[src/rtl/mod12_pkg.sv]
// Shared constants and types for the mod-12 count monitor.
// Mod-12 arithmetic is done by explicit compare so 4-bit overflow never leaks in.
package mod12_pkg;

  localparam int unsigned MOD12_N   = 12;
  localparam logic [3:0]  MOD12_MAX = 4'(MOD12_N - 1);

  typedef enum logic {
    SYNC  = 1'b0,
    TRACK = 1'b1
  } state_e;

  // Same encoding as the observed counter's up_down input.
  typedef enum logic {
    DIR_UP = 1'b0,
    DIR_DN = 1'b1
  } dir_e;

  typedef enum logic [1:0] {
    STEP_HOLD = 2'd0,
    STEP_UP   = 2'd1,
    STEP_DN   = 2'd2,
    STEP_ILL  = 2'd3
  } step_e;

  function automatic logic is_legal(input logic [3:0] v);
    return v <= MOD12_MAX;
  endfunction

  function automatic logic [3:0] mod12_inc(input logic [3:0] v);
    return (v == MOD12_MAX) ? 4'd0 : v + 4'd1;
  endfunction

  function automatic logic [3:0] mod12_dec(input logic [3:0] v);
    return (v == 4'd0) ? MOD12_MAX : v - 4'd1;
  endfunction

endpackage

[src/rtl/mod12_count_monitor_if.sv]
// Sample input and status output bundle of the mod-12 count monitor.
interface mod12_count_monitor_if #(
  parameter int ERR_W   = 8,
  parameter int EPOCH_W = 8
);
  logic               cnt_vld;
  logic [3:0]         cnt;
  logic               cnt_ld;
  logic               locked;
  logic               dir;
  logic               wrap_up;
  logic               wrap_dn;
  logic               step_err;
  logic               range_err;
  logic [ERR_W-1:0]   err_cnt;
  logic [EPOCH_W-1:0] epoch;

  modport master (
    output cnt_vld, cnt, cnt_ld,
    input  locked, dir, wrap_up, wrap_dn, step_err, range_err, err_cnt, epoch
  );

  modport slave (
    input  cnt_vld, cnt, cnt_ld,
    output locked, dir, wrap_up, wrap_dn, step_err, range_err, err_cnt, epoch
  );
endinterface

[src/rtl/mod12_step_decode.sv]
// Classifies a legal sample against the reference: hold, +1, -1 or illegal,
// and flags the two wrap transitions. Purely combinational.
module mod12_step_decode
  import mod12_pkg::*;
(
  input  logic [3:0] ref_i,
  input  logic [3:0] cnt_i,
  output step_e      step_o,
  output logic       wrap_up_o,
  output logic       wrap_dn_o
);

  always_comb begin
    step_o = STEP_ILL;
    if (cnt_i == ref_i)                 step_o = STEP_HOLD;
    else if (cnt_i == mod12_inc(ref_i)) step_o = STEP_UP;
    else if (cnt_i == mod12_dec(ref_i)) step_o = STEP_DN;
  end

  assign wrap_up_o = (step_o == STEP_UP) && (ref_i == MOD12_MAX);
  assign wrap_dn_o = (step_o == STEP_DN) && (ref_i == 4'd0);

endmodule

[src/rtl/mod12_count_monitor.sv]
// Watches a mod-12 counter's samples: locks onto a reference, infers direction,
// counts wraps into an epoch and flags illegal steps / out-of-range values.
module mod12_count_monitor
  import mod12_pkg::*;
#(
  parameter int ERR_W   = 8,
  parameter int EPOCH_W = 8
) (
  input logic                  clk,
  input logic                  rst,
  mod12_count_monitor_if.slave bus
);

  localparam logic [ERR_W-1:0] ERR_MAX = '1;

  state_e             state_q, state_d;
  logic [3:0]         ref_q, ref_d;
  dir_e               dir_q, dir_d;
  logic               wrap_up_q, wrap_up_d;
  logic               wrap_dn_q, wrap_dn_d;
  logic               step_err_q, step_err_d;
  logic               range_err_q, range_err_d;
  logic [ERR_W-1:0]   err_cnt_q, err_cnt_d;
  logic [EPOCH_W-1:0] epoch_q, epoch_d;

  step_e step;
  logic  dec_wrap_up, dec_wrap_dn;

  mod12_step_decode u_dec (
    .ref_i     (ref_q),
    .cnt_i     (bus.cnt),
    .step_o    (step),
    .wrap_up_o (dec_wrap_up),
    .wrap_dn_o (dec_wrap_dn)
  );

  always_comb begin
    state_d     = state_q;
    ref_d       = ref_q;
    dir_d       = dir_q;
    wrap_up_d   = 1'b0;
    wrap_dn_d   = 1'b0;
    step_err_d  = 1'b0;
    range_err_d = 1'b0;
    err_cnt_d   = err_cnt_q;
    epoch_d     = epoch_q;

    if (bus.cnt_vld) begin
      // Out-of-range beats everything, including a load; ref is left as-is
      // because SYNC reloads it from the next legal sample anyway.
      if (!is_legal(bus.cnt)) begin
        range_err_d = 1'b1;
        state_d     = SYNC;
      end else if (state_q == SYNC || bus.cnt_ld) begin
        ref_d   = bus.cnt;
        state_d = TRACK;
      end else begin
        unique case (step)
          STEP_HOLD: ;
          STEP_UP: begin
            ref_d     = bus.cnt;
            dir_d     = DIR_UP;
            wrap_up_d = dec_wrap_up;
          end
          STEP_DN: begin
            ref_d     = bus.cnt;
            dir_d     = DIR_DN;
            wrap_dn_d = dec_wrap_dn;
          end
          default: begin
            ref_d      = bus.cnt;
            step_err_d = 1'b1;
          end
        endcase
      end
    end

    if ((step_err_d || range_err_d) && (err_cnt_q != ERR_MAX))
      err_cnt_d = err_cnt_q + ERR_W'(1);

    if (wrap_up_d)      epoch_d = epoch_q + EPOCH_W'(1);
    else if (wrap_dn_d) epoch_d = epoch_q - EPOCH_W'(1);
  end

  always_ff @(posedge clk) begin
    if (rst) begin
      state_q     <= SYNC;
      ref_q       <= 4'd0;
      dir_q       <= DIR_UP;
      wrap_up_q   <= 1'b0;
      wrap_dn_q   <= 1'b0;
      step_err_q  <= 1'b0;
      range_err_q <= 1'b0;
      err_cnt_q   <= '0;
      epoch_q     <= '0;
    end else begin
      state_q     <= state_d;
      ref_q       <= ref_d;
      dir_q       <= dir_d;
      wrap_up_q   <= wrap_up_d;
      wrap_dn_q   <= wrap_dn_d;
      step_err_q  <= step_err_d;
      range_err_q <= range_err_d;
      err_cnt_q   <= err_cnt_d;
      epoch_q     <= epoch_d;
    end
  end

  assign bus.locked    = (state_q == TRACK);
  assign bus.dir       = dir_q;
  assign bus.wrap_up   = wrap_up_q;
  assign bus.wrap_dn   = wrap_dn_q;
  assign bus.step_err  = step_err_q;
  assign bus.range_err = range_err_q;
  assign bus.err_cnt   = err_cnt_q;
  assign bus.epoch     = epoch_q;

endmodule

[src/flat_wrapper.sv]
// flat-port wrapper written by rule: the top's interface ports become plain ports
module mod12_count_monitor_flat import mod12_pkg::*;
#(
  parameter int ERR_W   = 8,
  parameter int EPOCH_W = 8
)
  (clk, rst, bus_cnt_vld, bus_cnt, bus_cnt_ld, bus_locked, bus_dir, bus_wrap_up, bus_wrap_dn, bus_step_err, bus_range_err, bus_err_cnt, bus_epoch);
  mod12_count_monitor_if #(.ERR_W(ERR_W), .EPOCH_W(EPOCH_W)) bus_i ();
  input logic clk;
  input logic rst;
  input wire logic [$bits(bus_i.cnt_vld)-1:0] bus_cnt_vld;
  input wire logic [$bits(bus_i.cnt)-1:0] bus_cnt;
  input wire logic [$bits(bus_i.cnt_ld)-1:0] bus_cnt_ld;
  output wire logic [$bits(bus_i.locked)-1:0] bus_locked;
  output wire logic [$bits(bus_i.dir)-1:0] bus_dir;
  output wire logic [$bits(bus_i.wrap_up)-1:0] bus_wrap_up;
  output wire logic [$bits(bus_i.wrap_dn)-1:0] bus_wrap_dn;
  output wire logic [$bits(bus_i.step_err)-1:0] bus_step_err;
  output wire logic [$bits(bus_i.range_err)-1:0] bus_range_err;
  output wire logic [$bits(bus_i.err_cnt)-1:0] bus_err_cnt;
  output wire logic [$bits(bus_i.epoch)-1:0] bus_epoch;
  assign bus_i.cnt_vld = bus_cnt_vld;
  assign bus_i.cnt = bus_cnt;
  assign bus_i.cnt_ld = bus_cnt_ld;
  assign bus_locked = bus_i.locked;
  assign bus_dir = bus_i.dir;
  assign bus_wrap_up = bus_i.wrap_up;
  assign bus_wrap_dn = bus_i.wrap_dn;
  assign bus_step_err = bus_i.step_err;
  assign bus_range_err = bus_i.range_err;
  assign bus_err_cnt = bus_i.err_cnt;
  assign bus_epoch = bus_i.epoch;
  mod12_count_monitor #(.ERR_W(ERR_W), .EPOCH_W(EPOCH_W)) u_core (.clk(clk), .rst(rst), .bus(bus_i));
endmodule
[config.mk]
export PLATFORM = sky130hd
export DESIGN_NAME = mod12_count_monitor_flat
export DESIGN_NICKNAME = d
export VERILOG_FILES = /design/src/rtl/mod12_pkg.sv /design/src/rtl/mod12_count_monitor_if.sv /design/src/rtl/mod12_step_decode.sv /design/src/rtl/mod12_count_monitor.sv /design/src/flat_wrapper.sv
export SDC_FILE = /design/constraint.sdc
export NUM_CORES = 1
export LEC_CHECK = 0
export CORE_MARGIN = 8
export CORE_UTILIZATION = 45
export CTS_BUF_LIST = sky130_fd_sc_hd__clkbuf_2 sky130_fd_sc_hd__clkbuf_4 sky130_fd_sc_hd__clkbuf_8
export CTS_CLUSTER_SIZE = 12
export DETAILED_ROUTE_END_ITERATION = 10
export GPL_TIMING_DRIVEN = 0
export PLACE_DENSITY = 0.7
export SLEW_MARGIN = 20
export SYNTH_ARGS = -nofsm -noshare
export SYNTH_HDL_FRONTEND = slang
export SYNTH_HIERARCHICAL = 1
export SYNTH_SLANG_ARGS = --single-unit
[constraint.sdc]
create_clock -name clk -period 4.8 [get_ports clk]
set_input_delay 0.72 -clock clk [delete_from_list [all_inputs] [get_ports clk]]
set_output_delay 0.72 -clock clk [all_outputs]
set_load 0.01 [all_outputs]
Word-level counts from Yosys, hierarchy flattened
Cells that the tools add are included.
{ "totals": {"register_bits": 26, "out_inout_bits": 22, "inputBits": 8} }
{ "op_classes": {"addsub": 5, "mux": 26, "eq_ne": 9, "magnitude_cmp": 1, "bitwise_logic": 2, "n_reduce_logical": 13} }
{ "ops": {"columns": ["op", "n"], "rows": [
  ["$mux W1", 17],
  ["$add A8 B1 Y8 const B", 2],
  ["$mux W4", 4],
  ["$mux W8", 2],
  ["$eq A4 B4 Y1", 3],
  ["$ne A8 B8 Y1 const B", 1],
  ["$sub A8 B1 Y8 const B", 1],
  ["$add A4 B1 Y4 const B", 1],
  ["$eq A4 B4 Y1 const B", 1],
  ["$le A4 B4 Y1 const B", 1],
  ["$logic_not A4 Y1", 1],
  ["$mux W2", 2],
  ["$reduce_and A4 Y1", 1],
  ["$reduce_bool A2 Y1", 2],
  ["$sub A4 B1 Y4 const B", 1],
  ["$logic_and A1 B1 Y1", 3],
  ["$reduce_and A3 Y1", 1],
  ["$reduce_or A3 Y1", 1],
  ["$eq A2 B1 Y1 const B", 1],
  ["$eq A2 B2 Y1 const B", 1],
  ["$logic_not A2 Y1", 1],
  ["$logic_or A1 B1 Y1", 2],
  ["$ne A2 B1 Y1 const B", 1],
  ["$ne A2 B2 Y1 const B", 1],
  ["3 further kinds", 4]
]} }

Logic depth before layout (Yosys ltp)
{ "logic_depth": {"word_depth": 14, "ltp_mapped": 16, "depth_no_buf": 16} }

Hierarchy
The synthesis kept the hierarchy.
{ "modules_own_cells": {"columns": ["mod", "instances", "cells_each", "area_per_inst_um2", "seq_area_each_um2"], "rows": [
  ["mod12_count_monitor", 1, 150, 1363.8, 520.5],
  ["mod12_step_decode", 1, 41, 326.6, 0.0]
]} }

Worst setup path before layout
OpenSTA, ideal clock, no wires.
{ "synth_path": {"path_type": "reg-to-reg", "start": "register u_core.ref_q[0]", "end": "register u_core.epoch_q[7] (netlist: u_core/bus.epoch[7])", "t_arrival_ns": 3.692, "path_slack_ns": 0.988, "setup_time_ns": 0.121, "path_stages_with_launch": 16, "period_less_slack_ns": 3.812, "n_path_buf": 0, "cell_sequence": "dfxtp_1 inv_1 ha_1 or3b_1 a2111o_1 o31a_1 ha_1 nand2_1 nor4b_4 inv_1 ha_1 a21oi_1 a211oi_1 or3_1 a21oi_1 mux2_2"} }
{ "synth_between": {"elab_chain_len": 13, "word_cells_on_any_way": 26} }
{ "synth_lines": {"columns": ["element", "line_no", "rtl"], "rows": [
  ["start, declared", "mod12_count_monitor.sv:17", "logic [3:0] ref_q, ref_d;"],
  ["start signal, assigned", "mod12_count_monitor.sv:98", "ref_q <= ref_d;"],
  ["$sub A4 B1 Y4 or $logic_not A4 Y1 (tied branches)", "mod12_pkg.sv:35", "return (v == 4'd0) ? MOD12_MAX : v - 4'd1;"],
  ["$mux W4", "mod12_pkg.sv:35", null],
  ["$eq A4 B4 Y1", "mod12_step_decode.sv:17", "else if (cnt_i == mod12_dec(ref_i)) step_o = STEP_DN;"],
  ["$mux W1", "mod12_step_decode.sv:17", null],
  ["$mux W2", "mod12_step_decode.sv:16", "else if (cnt_i == mod12_inc(ref_i)) step_o = STEP_UP;"],
  ["$mux W2 (*)", "mod12_step_decode.sv:15", "if (cnt_i == ref_i) step_o = STEP_HOLD;"],
  ["named net u_core.step[0]", "mod12_count_monitor.sv:26", "step_e step;"],
  ["$eq A2 B1 Y1 or $eq A2 B2 Y1 (tied branches)", "mod12_step_decode.sv:20, mod12_count_monitor.sv:58, mod12_step_decode.sv:21", null],
  ["$logic_and A1 B1 Y1, on equally long branches", "mod12_step_decode.sv:20, mod12_step_decode.sv:21", null],
  ["$mux W1", "mod12_count_monitor.sv:58", "unique case (step)"],
  ["$mux W1", "mod12_count_monitor.sv:54", "end else if (state_q == SYNC || bus.cnt_ld) begin"],
  ["$mux W1", "mod12_count_monitor.sv:51", "if (!is_legal(bus.cnt)) begin"],
  ["$mux W1", "mod12_count_monitor.sv:48", "if (bus.cnt_vld) begin"],
  ["$mux W8 or $reduce_bool A2 Y1 (tied branches)", null, null],
  ["end signal, assigned", "mod12_count_monitor.sv:105", "epoch_q <= epoch_d;"],
  ["end, declared", "mod12_count_monitor.sv:24", "logic [EPOCH_W-1:0] epoch_q, epoch_d;"]
]} }
Mark *: on every way through the listed nets, which the timed path passes. The rest lies on a longest branch.
A chain may end at the register's enable or synchronous reset.

Worst setup path in the final report
{ "layout_path": {"start": "input bus_cnt[1]", "end": "register u_core.epoch_q[7] (netlist: u_core/bus.epoch[7])"} }
{ "layout_between": {"word_cells_on_any_way": 21} }
{ "layout_lines": {"columns": ["element", "line_no", "rtl"], "rows": [
  ["start, declared", "flat_wrapper.sv:12", "input wire logic [$bits(bus_i.cnt)-1:0] bus_cnt;"],
  ["$eq A4 B4 Y1", "mod12_step_decode.sv:16", null],
  ["$mux W2", "mod12_step_decode.sv:16", null],
  ["$mux W2 (*)", "mod12_step_decode.sv:15", null],
  ["named net u_core.step[1]", "mod12_count_monitor.sv:26", null],
  ["$eq A2 B1 Y1 or $eq A2 B2 Y1 (tied branches)", "mod12_step_decode.sv:20, mod12_count_monitor.sv:58, mod12_step_decode.sv:21", null],
  ["$logic_and A1 B1 Y1, on equally long branches", "mod12_step_decode.sv:20, mod12_step_decode.sv:21", null],
  ["$mux W1", "mod12_count_monitor.sv:58", null],
  ["$mux W1", "mod12_count_monitor.sv:54", null],
  ["$mux W1", "mod12_count_monitor.sv:51", null],
  ["$mux W1", "mod12_count_monitor.sv:48", null],
  ["$mux W8 or $reduce_bool A2 Y1 (tied branches)", null, null]
]} }
Marked as above.

==> summary.txt <==
CTS
  – Cts hold-fix bufs: 0
  – Post-CTS Setup Bufs: 0
  – Max clock buf depth: 2
  – Clk sink count: 26
  – Worst-Skew Late Latency: 270 ps
  – Clk root buf: clkbuf_8
  – Clock-pin slew on the worst setup and hold paths: 90 ps
  – CTS resizes: 0
  – Htree depth: 1
  – Cts bufs inserted: 3
  – TritonCTS clock tree: done

Critical path
  – Worst R2R End: u_core/bus.epoch[7]
  – Setup crit start kind: input pin
  – CP Capture Type: flop
  – Slowest cell on crit path: clkdlybuf4s50_1
  – Launching point of the worst reg2reg path: u_core/ref_q[0]
  – Reg2reg setup slack: 490 ps
  – Crit Path Category: input pin to flop
  – Worst-path fanout max: 8
  – CP cell instances: clkdlybuf4s50_1 > xnor2_1 > o21ai_0 > o31a_1 > inv_1 > ha_1 > nand2_1 > nor4b_4 > inv_1 > ha_1 > a21oi_1 > a211oi_1 > or3_1 > a21oi_1 > mux2_2
  – R2R depth: 16
  – Req. time, crit path: 4970 ps
  – Family with the most delay on the worst path: compound AO/OA/AOI/OAI gates
  – Worst Path Buf+Inv: 3
  – Slowest stage delay, CP: 480 ps
  – CP arrival: 4480 ps
  – Critical Path Source: bus_cnt[1]

STA
  – Worst-Margin Slew: 627 ps
  – Min Clock Period, post-route: 4320 ps
  – RSZ-0062 raised after global routing: false
  – Crit share post-route: 90.0%
  – Final Hold Viols: 0
  – Setup violations, final: 0
  – Fmax: 0.232 GHz
  – Pins over their slew limit: 0
  – Clk_skew: 3.84 ps
  – Rel. slew slack: 58.2%
  – Final TNS setup: 0 ps

Power and ir drop
  – Total power: 0.478 mW
  – Peak supply drop: 0.000128 V
  – Sw Ratio: 23.3%
  – Flop pwr share: 46.9%
  – Clock power share: 37.7%
  – Pwr dens: 226 nW/µm²
  – Leakage: 0.805 nW
  – P_sw: 0.112 mW
  – Internal power: 0.366 mW
  – Gate power share: 15.4%

Yosys
  – Synth top area cells: dfxtp_1, ha_1, xnor2_1
  – Register area share after synthesis: 30.8%
  – EDFF count, synth: 0
  – Synth async-reset ratio: 0%
  – Synth Warn #: 6
  – Share of the synthesized area in the top cell type: 30.8%
  – FF+latch count, synth: 26
  – Predominant post-synthesis flop cell: dfxtp_1
  – Net Count, Synth: 213
  – Distinct cells, synth: 49
  – Gate Count Post-Synth: 191
  – Top post-synthesis cells by count: dfxtp_1, nor2_1, nand2_1, xnor2_1, ha_1
  – Avg Cell Area, Syn: 8.85 µm²
  – Area leader, netlist: dfxtp_1
  – Most frequent cell after synthesis: dfxtp_1
  – Synthesized area: 1690 µm²

GRT
  – Vias in the first global route: 1,388
  – Gr usage total: 12.2%
  – Global-route wire length before repair: 6.07 mm
  – Largest net degree at the start of global routing: 16
  – Antenna violations before repair: 0
  – Total global routing overflow: 0

Detailed routing
  – Drt via density: 5.23
  – DR vias: 1,423
  – Remaining antenna violation count: 0
  – 1st-iter DRT viols: 56
  – Routed length per instance: 13.3 µm
  – Residual DRC: 0
  – DRT Pass-1 Iters: 4
  – Final WL: 3.61 mm

Layout
  – Post-Layout Cell Count: 272
  – ANT cells: 0
  – Layout area overhead: 24.9%
  – Final Net Count: 247
  – Share of cells above drive strength 1: 7.59%

Floorplan
  – Starting density of the core: 46.5%
  – Die Ht: 77.3 µm
  – # IOs: 30
  – Die Area: 5970 µm²
  – Die W: 77.3 µm
  – Rows: 22
  – Core area: 3630 µm²

Placement
  – Buffers on Ports: 29
  – Routability cong.: 0.837
  – Detail Placement HPWL: 2.71 mm
  – Placed cell count: 268

Hold path
  – Hold Crit Class: flop to flop
  – Hold-critical path depth: 2
  – Hold Crit Start: u_core/bus.epoch[4]
  – Hold endpoint: u_core/bus.epoch[4]

Job
  – Max_cap viols: 0

Status
  – Status: completed
==> cells in the final DEF (no fill, tap or decap), drive strengths merged, types with 2 or more instances in the layout <==
cell type	synthesis	routed
nand2	15	15
nand3b	3	3
nor2	22	22
nor3	5	5
nand3	6	6
o31a	2	2
or3	2	2
nor3b	2	2
xor2	4	4
buf	3	3
inv	9	9
o221ai	2	2
a21oi	12	12
clkbuf	2	5
a21o	4	4
ha	13	13
a211oi	3	3
nand4b	2	2
nor2b	2	2
clkdlybuf4s50	0	29
mux2i	8	8
dfxtp	26	26
o21ai	5	5
or2b	2	2
xnor2	14	14
nor4	2	2
and2	3	3
==> cell type report <==
type,count,area [µm²]
plain buffers,5,37.5
inverters,9,33.8
clock inverters,1,30.0
clock buffers,3,41.3
flip-flops and latches,26,520
fillers,341,1520
repair buffers,29,290
well taps,48,60.1
multi-input cells,151,1100
==> kinds of logic (layout without fill, tap and decap cells) <==
group	count (synthesis)	in the layout	synth area share, %
XOR/XNOR	18	18	9.33
adder cells (fa/ha/maj)	14	14	10.8
AO/OA/AOI/OAI	36	36	15.3
multiplexers	9	9	5.40
buffers and inverters	14	47	4.22
AND/OR/NAND/NOR	74	74	24.1
flip-flops	26	26	30.8
==> worst register-to-register path: cells and delay by family, from the launching register on <==
family          cells  cell delay (ps)
mux                 1              350
simple gates        3              750
xor+xnor            1              240
fa+ha+maj           3              870
compound gates      5             1070
flops               1              490
buf+inv             3              440
==> layer usage <==
| metal | routed length [µm] | global-route usage [%] | up-vias |
|---|---|---|---|
| met5 | 0 | 0 | - |
| li1 | - | - | 741 |
| met2 | 1620 | 20.3 | 22 |
| met3 | 124 | 2.56 | 2 |
| met1 | 1820 | 14.7 | 658 |
| met4 | 42 | 4.91 | 0 |
==> worst max-delay path by stage <==
stage                                to  cells after the start
floorplan           u_core/bus.epoch[7]                     15
global placement    u_core/bus.epoch[7]                     14
detailed placement  u_core/bus.epoch[7]                     14
CTS                 u_core/bus.epoch[7]                     14
global route        u_core/bus.epoch[7]                     16
finish              u_core/bus.epoch[7]                     15
==> registers in the layout, indices dropped and copies added, names as in the netlist <==
signal	cells
u_core/ref_q	4
u_core/bus.err_cnt	8
u_core/bus.wrap_up	1
u_core/bus.wrap_dn	1
u_core/bus.range_err	1
u_core/bus.locked	1
u_core/bus.step_err	1
u_core/bus.epoch	8
u_core/bus.dir	1
==> power groups by stage <==
stage	Clock (mW)	Sequential (mW)	Combinational, mW
2_1_floorplan	0	0.229	0.0498
3_3_place_gp	0	0.229	0.0718
3_5_place_dp	0	0.229	0.0735
4_1_cts	0.184	0.224	0.0738
5_1_grt	0.196	0.225	0.0817
6_report	0.180	0.224	0.0734
==> through the flow <==
stage / area, µm² / hold slack, ps / util, % / setup WS (ps)
after floorplan: 1690 / 487 / - / 988
after global placement: 2040 / 463 / 56.2 / 319
after detailed placement: 2040 / 466 / 56.2 / 297
after CTS: 2110 / 479 / 58.1 / 515
after global routing: 2110 / 522 / 58.1 / 202
final: 2110 / 477 / 58.1 / 481
(Power assumes the default switching activity.)
==> RTL change 1, RTL diff (same flow settings) <==
`ERR_W` is set to 8 in 3 places; all go to 12.
--- a/src/rtl/mod12_count_monitor_if.sv
+++ b/src/rtl/mod12_count_monitor_if.sv
@@ -1,5 +1,5 @@
 // Sample input and status output bundle of the mod-12 count monitor.
 interface mod12_count_monitor_if #(
-  parameter int ERR_W   = 8,
+  parameter int ERR_W   = 12,
   parameter int EPOCH_W = 8
 );
--- a/src/rtl/mod12_count_monitor.sv
+++ b/src/rtl/mod12_count_monitor.sv
@@ -4,5 +4,5 @@
   import mod12_pkg::*;
 #(
-  parameter int ERR_W   = 8,
+  parameter int ERR_W   = 12,
   parameter int EPOCH_W = 8
 ) (
--- a/src/flat_wrapper.sv
+++ b/src/flat_wrapper.sv
@@ -2,5 +2,5 @@
 module mod12_count_monitor_flat import mod12_pkg::*;
 #(
-  parameter int ERR_W   = 8,
+  parameter int ERR_W   = 12,
   parameter int EPOCH_W = 8
 )
Ports: changed (resized bus_err_cnt); port bits go from 30 to 34. No check against the original RTL was run, so the function may have changed too.
==> RTL change 1 against the original RTL <==
Cell count increased by 22%. Sequential cell count increased by 4. Power increased by 16%. Via count increased by 35%. Worst hold slack improved by 0.0076 ns. Routed wire length increased by 37%. Synthesized area increased by 22%. Clock power increased by 20%. Worst setup slack improved by 0.28 ns. Final area increased by 21%. Register-to-register slack improved by 0.29 ns.
==> RTL change 1: results (changes against the original RTL) <==
Worst EP arrival - 4.21 ns (-0.27 ns)
DP Cell Count - 323 (+21%)
HP Start - u_core/bus.epoch[3]
status - finished clean
Seq/Total Area, Yosys - 29.2% (-1.6 points)
first-pass GRT wire length - 8780 µm (+45%)
Post-DP HPWL - 3740 µm (+38%)
Leak - 0.971 nW (+21%)
Hold WS - 0.485 ns (+0.00762 ns)
Syn Nets - 260 (+22%)
Power Internal - 0.000409 W (+12%)
Post-Place Setup Slack - 0.507 ns (+0.210 ns)
nets - 300 (+21%)
clock power share - 39.2% (+1.5 points)
multi-input gate count - 188 (+25%)
Tapcells - 52 (+8.3%)
Worst-Margin Slew - 0.919 ns (+0.292 ns)
H-tree depth - 2 (+1)
port bufs - 33 (+14%)
via/cell ratio - 5.78 (+11%)
Hold EP - u_core/bus.epoch[3]
number of non-clock buffers - 43 (+26%)
largest net degree at the start of global routing - 11 (-5)
Cells after Synth - 238 (+25%)
commonest cells in the netlist - dfxtp_1 (30), nor2_1 (23), nand2_1 (16)
invs w/o clock - 10 (+1)
maximum VDD drop - 0.200 mV (+56%)
Synth cell types - 57 (+16%)
total routed wirelength - 4960 µm (+37%)
DRT iter0 DRCs - 96 (+71%)
CTS Buf Count - 5 (+2)
skew final - 0.00600 ns (+0.00216 ns)
setup slack, reg-to-reg - 0.78 ns (+0.29 ns)
non-filler cells, final - 331 (+22%)
GPL Wtd Cong - 0.850 (+1.5%)
Flop pwr share - 46.7% (-0.2 points)
r2r worst-path depth - 13 (-3)
ratio of cells with drive above 1 in the final layout - 8.60% (+1.0 points)
area post-placement - 2450 µm² (+20%)
clock network area share - 3.73% (+0.35 points)
Sw Share - 25.9% (+2.6 points)
area of the multi-input gates - 1350 µm² (+23%)
-- RTL change 1: kinds of logic (layout without fill, tap and decap cells) --
| family | Yosys count | in the layout | share of synthesized area [%] |
|---|---|---|---|
| mux | 9 | 9 | 4.56 |
| fa+ha+maj | 14 | 14 | 8.87 |
| buf+inv | 20 | 61 | 5.10 |
| flops | 30 | 30 | 29.2 |
| compound gates | 58 | 58 | 21.5 |
| simple gates | 97 | 97 | 26.5 |
| xor+xnor | 10 | 10 | 4.25 |
-- RTL change 1: worst max path at each step --
stage / to / depth (start not counted) / start / slack [ns]
finish: u_core/bus.epoch[7] / 12 / bus_cnt[0] / 0.76
global route: u_core/bus.epoch[7] / 14 / u_core/ref_q[0] / 0.47
CTS: u_core/bus.epoch[7] / 13 / u_core/ref_q[0] / 0.77
detailed placement: u_core/bus.epoch[7] / 12 / bus_cnt[0] / 0.51
global placement: u_core/bus.epoch[7] / 12 / bus_cnt[0] / 0.53
floorplan: u_core/bus.epoch[7] / 13 / u_core/ref_q[0] / 1.20
-- RTL change 1: worst max-delay path: stages --
cell and delay (ns):
clkdlybuf4s50_1 0.49, and2_1 0.22, a2111o_1 0.44, o31a_1 0.28, ha_1 0.22, and2_1 0.18
nand2_1 0.29, ha_1 0.31, a211o_1 0.36, a211oi_1 0.29, o21ai_0 0.11, o311ai_0 0.31
-- RTL change 1: per-layer routing --
| metal | track usage (%) | routed length, µm |
|---|---|---|
| met1 | 18.5 | 2370 |
| met2 | 23.6 | 2300 |
| met3 | 4.49 | 242 |
| met4 | 5.18 | 40 |
| met5 | 0 | 0 |
==> RTL change 2, RTL diff (config.mk and constraints unchanged) <==
Made on the original files. Make the reset (`rst`) asynchronous in one clocked block.
--- a/src/rtl/mod12_count_monitor.sv
+++ b/src/rtl/mod12_count_monitor.sv
@@ -83,5 +83,5 @@
   end
 
-  always_ff @(posedge clk) begin
+  always_ff @(posedge clk or posedge rst) begin
     if (rst) begin
       state_q     <= SYNC;
Check against the original RTL: differs if rst is asserted again (counterexample within 4 cycles, from zero or initial values and one cycle with rst high); with rst held inactive, the same outputs for 4 cycles.
==> RTL change 2 against the original RTL <==
First-iteration DRC count is 13% lower. Worst setup slack better by 0.46 ns. Synthesized cell count is 4.7% lower. Critical path depth is 2 lower. Final area is 3.8% higher. Count of clock-buffer cells in the layout stayed put. Critical path type is now flip-flop to flip-flop. Synthesized area is 6.4% higher. Largest cell class unchanged. Non-clock buffer count is 1 lower. Sequential cell count stayed put. Routed wire length is 3.5% lower.
Power is not compared: it rests on default switching activity, and its combinational part moved more than twofold at a synthesized area within 25%.
==> RTL change 2: results (changes against the original RTL) <==
status - finished clean
skew final - 0.00640 ns (+0.00256 ns)
CTS Buf Count - 3 (unchanged)
top post-synthesis cells by area - dfrtp_1 (36%), ha_1 (9.7%), xnor2_1 (5.4%), nand2_1 (4.0%), xor2_1 (3.4%)
Total GRT Usage - 11.8% (-0.34 points)
Worst-Margin Slew - 0.911 ns (+0.284 ns)
Setup Viol. Count Final - 0 (unchanged)
Worst setup SP type - flip-flop
Psw - 0.000217 W
FF-to-FF Start - u_core/ref_q[0]
first-pass GRT wire length - 6190 µm (+1.9%)
Cells after Synth - 182 (-4.7%)
maximum VDD drop - 0.210 mV
H-tree depth - 1 (unchanged)
HP Start - u_core/bus.err_cnt[6]
Worst path slowest cell - dfrtp_1
nets - 239 (-3.2%)
Worst EP arrival - 4.06 ns (-0.42 ns)
non-filler cells, final - 264 (-2.9%)
CP Max Fanout - 9 (+1)
largest net degree at the start of global routing - 27 (+11)
Antenna Nets Post-Route - 0 (unchanged)
GPL Wtd Cong - 0.781 (-6.7%)
Post-Place Setup Slack - 0.704 ns (+0.407 ns)
Yosys warnings - 6 (unchanged)
port bufs - 29 (unchanged)
Ant. Diodes - 0 (unchanged)
fillers - 361 (+5.9%)
Reg clk slew, reported paths - 0.09 ns (about the same)
via count - 1407 (-1.1%)
Seq/Total Area, Yosys - 36.2% (+5.4 points)
Syn Nets - 205 (-3.8%)
vias in the first global route - 1380 (-0.58%)
FFs w/ async S/R, synth - 100% (+100 points)
Synth cell types - 48 (-2.0%)
DRT iter0 DRCs - 49 (-13%)
CTS max path bufs - 2 (unchanged)
ratio of cells with drive above 1 in the final layout - 8.41% (+0.82 points)
HP Class - flip-flop to flip-flop
Most used DFF post-synth - dfrtp_1
Post-CTS Setup Bufs - 0 (unchanged)
total routed wirelength - 3480 µm (-3.5%)
post-cts resize count - 0 (unchanged)
First-pass DRT Iterations - 4 (unchanged)
Post-DP HPWL - 2740 µm (+1.1%)
commonest cells in the netlist - dfrtp_1 (26), nand2_1 (19), ha_1 (14)
-- RTL change 2: changes by cell type in the layout (fill, tap and decap cells not counted), sizes merged, moves of 4 or more --
cell   unedited run  this run
a21oi            12         5
dfrtp             0        26
dfxtp            26         0
mux2              1         5
mux2i             8         2
nand2            15        19
nor2             22        12
-- RTL change 2: critical path, delay by kind of cell (launching register included) --
kind	cells	cell delay, ns
and+or+nand+nor	3	0.87
DFF	1	0.47
adders and majority gates	3	0.91
AOI/OAI and AO/OA	5	1.28
buffers and inverters	2	0.24
-- RTL change 2: worst paths after layout --
check / endpoint / slack [ns] / depth (start not counted)
worst max-delay path: u_core/bus.epoch[6] / 0.94 / 13
worst min-delay path: u_core/bus.err_cnt[6] / 0.51 / 1
min in group asynchronous: u_core/bus.wrap_up / 0.84 / 2
worst max register to register: u_core/bus.epoch[6] / 0.94 / 13
worst min register to register: u_core/bus.err_cnt[6] / 0.51 / 1
max in group asynchronous: u_core/bus.err_cnt[0] / 3.53 / 2
-- RTL change 2: power groups by stage --
stage / Clock (W) / Sequential (W) / Combinational [W]
after floorplan: 0 / 0.000307 / 0.000140
after global placement: 0 / 0.000299 / 0.000245
after detailed placement: 0 / 0.000299 / 0.000248
after CTS: 0.000124 / 0.000295 / 0.000249
after global routing: 0.000137 / 0.000304 / 0.000276
final: 0.000119 / 0.000294 / 0.000246
-- RTL change 2: cells by family after synthesis --
family / after synthesis / synth area share [%]
compound gates: 31 / 13.4
flops: 26 / 36.2
buf+inv: 14 / 4.24
xor+xnor: 18 / 8.77
simple gates: 71 / 22.3
fa+ha+maj: 15 / 10.9
mux: 7 / 4.24
-- RTL change 2: area by class of cell --
class	instances	area (µm²)	share of cell area, %
Buffer	4	38.8	1.77
Clock buffer	3	41.3	1.88
Inverter	10	37.5	1.71
Multi-Input combinational cell	142	1070	48.9
Sequential cell	26	651	29.7
Tap cell	50	62.6	2.85
Timing Repair Buffer	29	290	13.2
-- RTL change 2: metrics by stage --
stage	area (µm²)	utilization, %	power (W)
2_1_floorplan	1800	-	0.000447
3_3_place_gp	2150	55.0	0.000544
3_5_place_dp	2150	55.0	0.000547
4_1_cts	2190	56.0	0.000668
5_1_grt	2190	56.0	0.000716
6_report	2190	56.0	0.000659
-- RTL change 2: metal layers --
metal  GRT usage, %  share of wire (%)  vias up
li1               -                  -      720
met2           19.9                 48       24
met3           3.05                5.1        4
met1           14.7                 46      659
met5              0                  0        -
met4           2.78                1.3        0
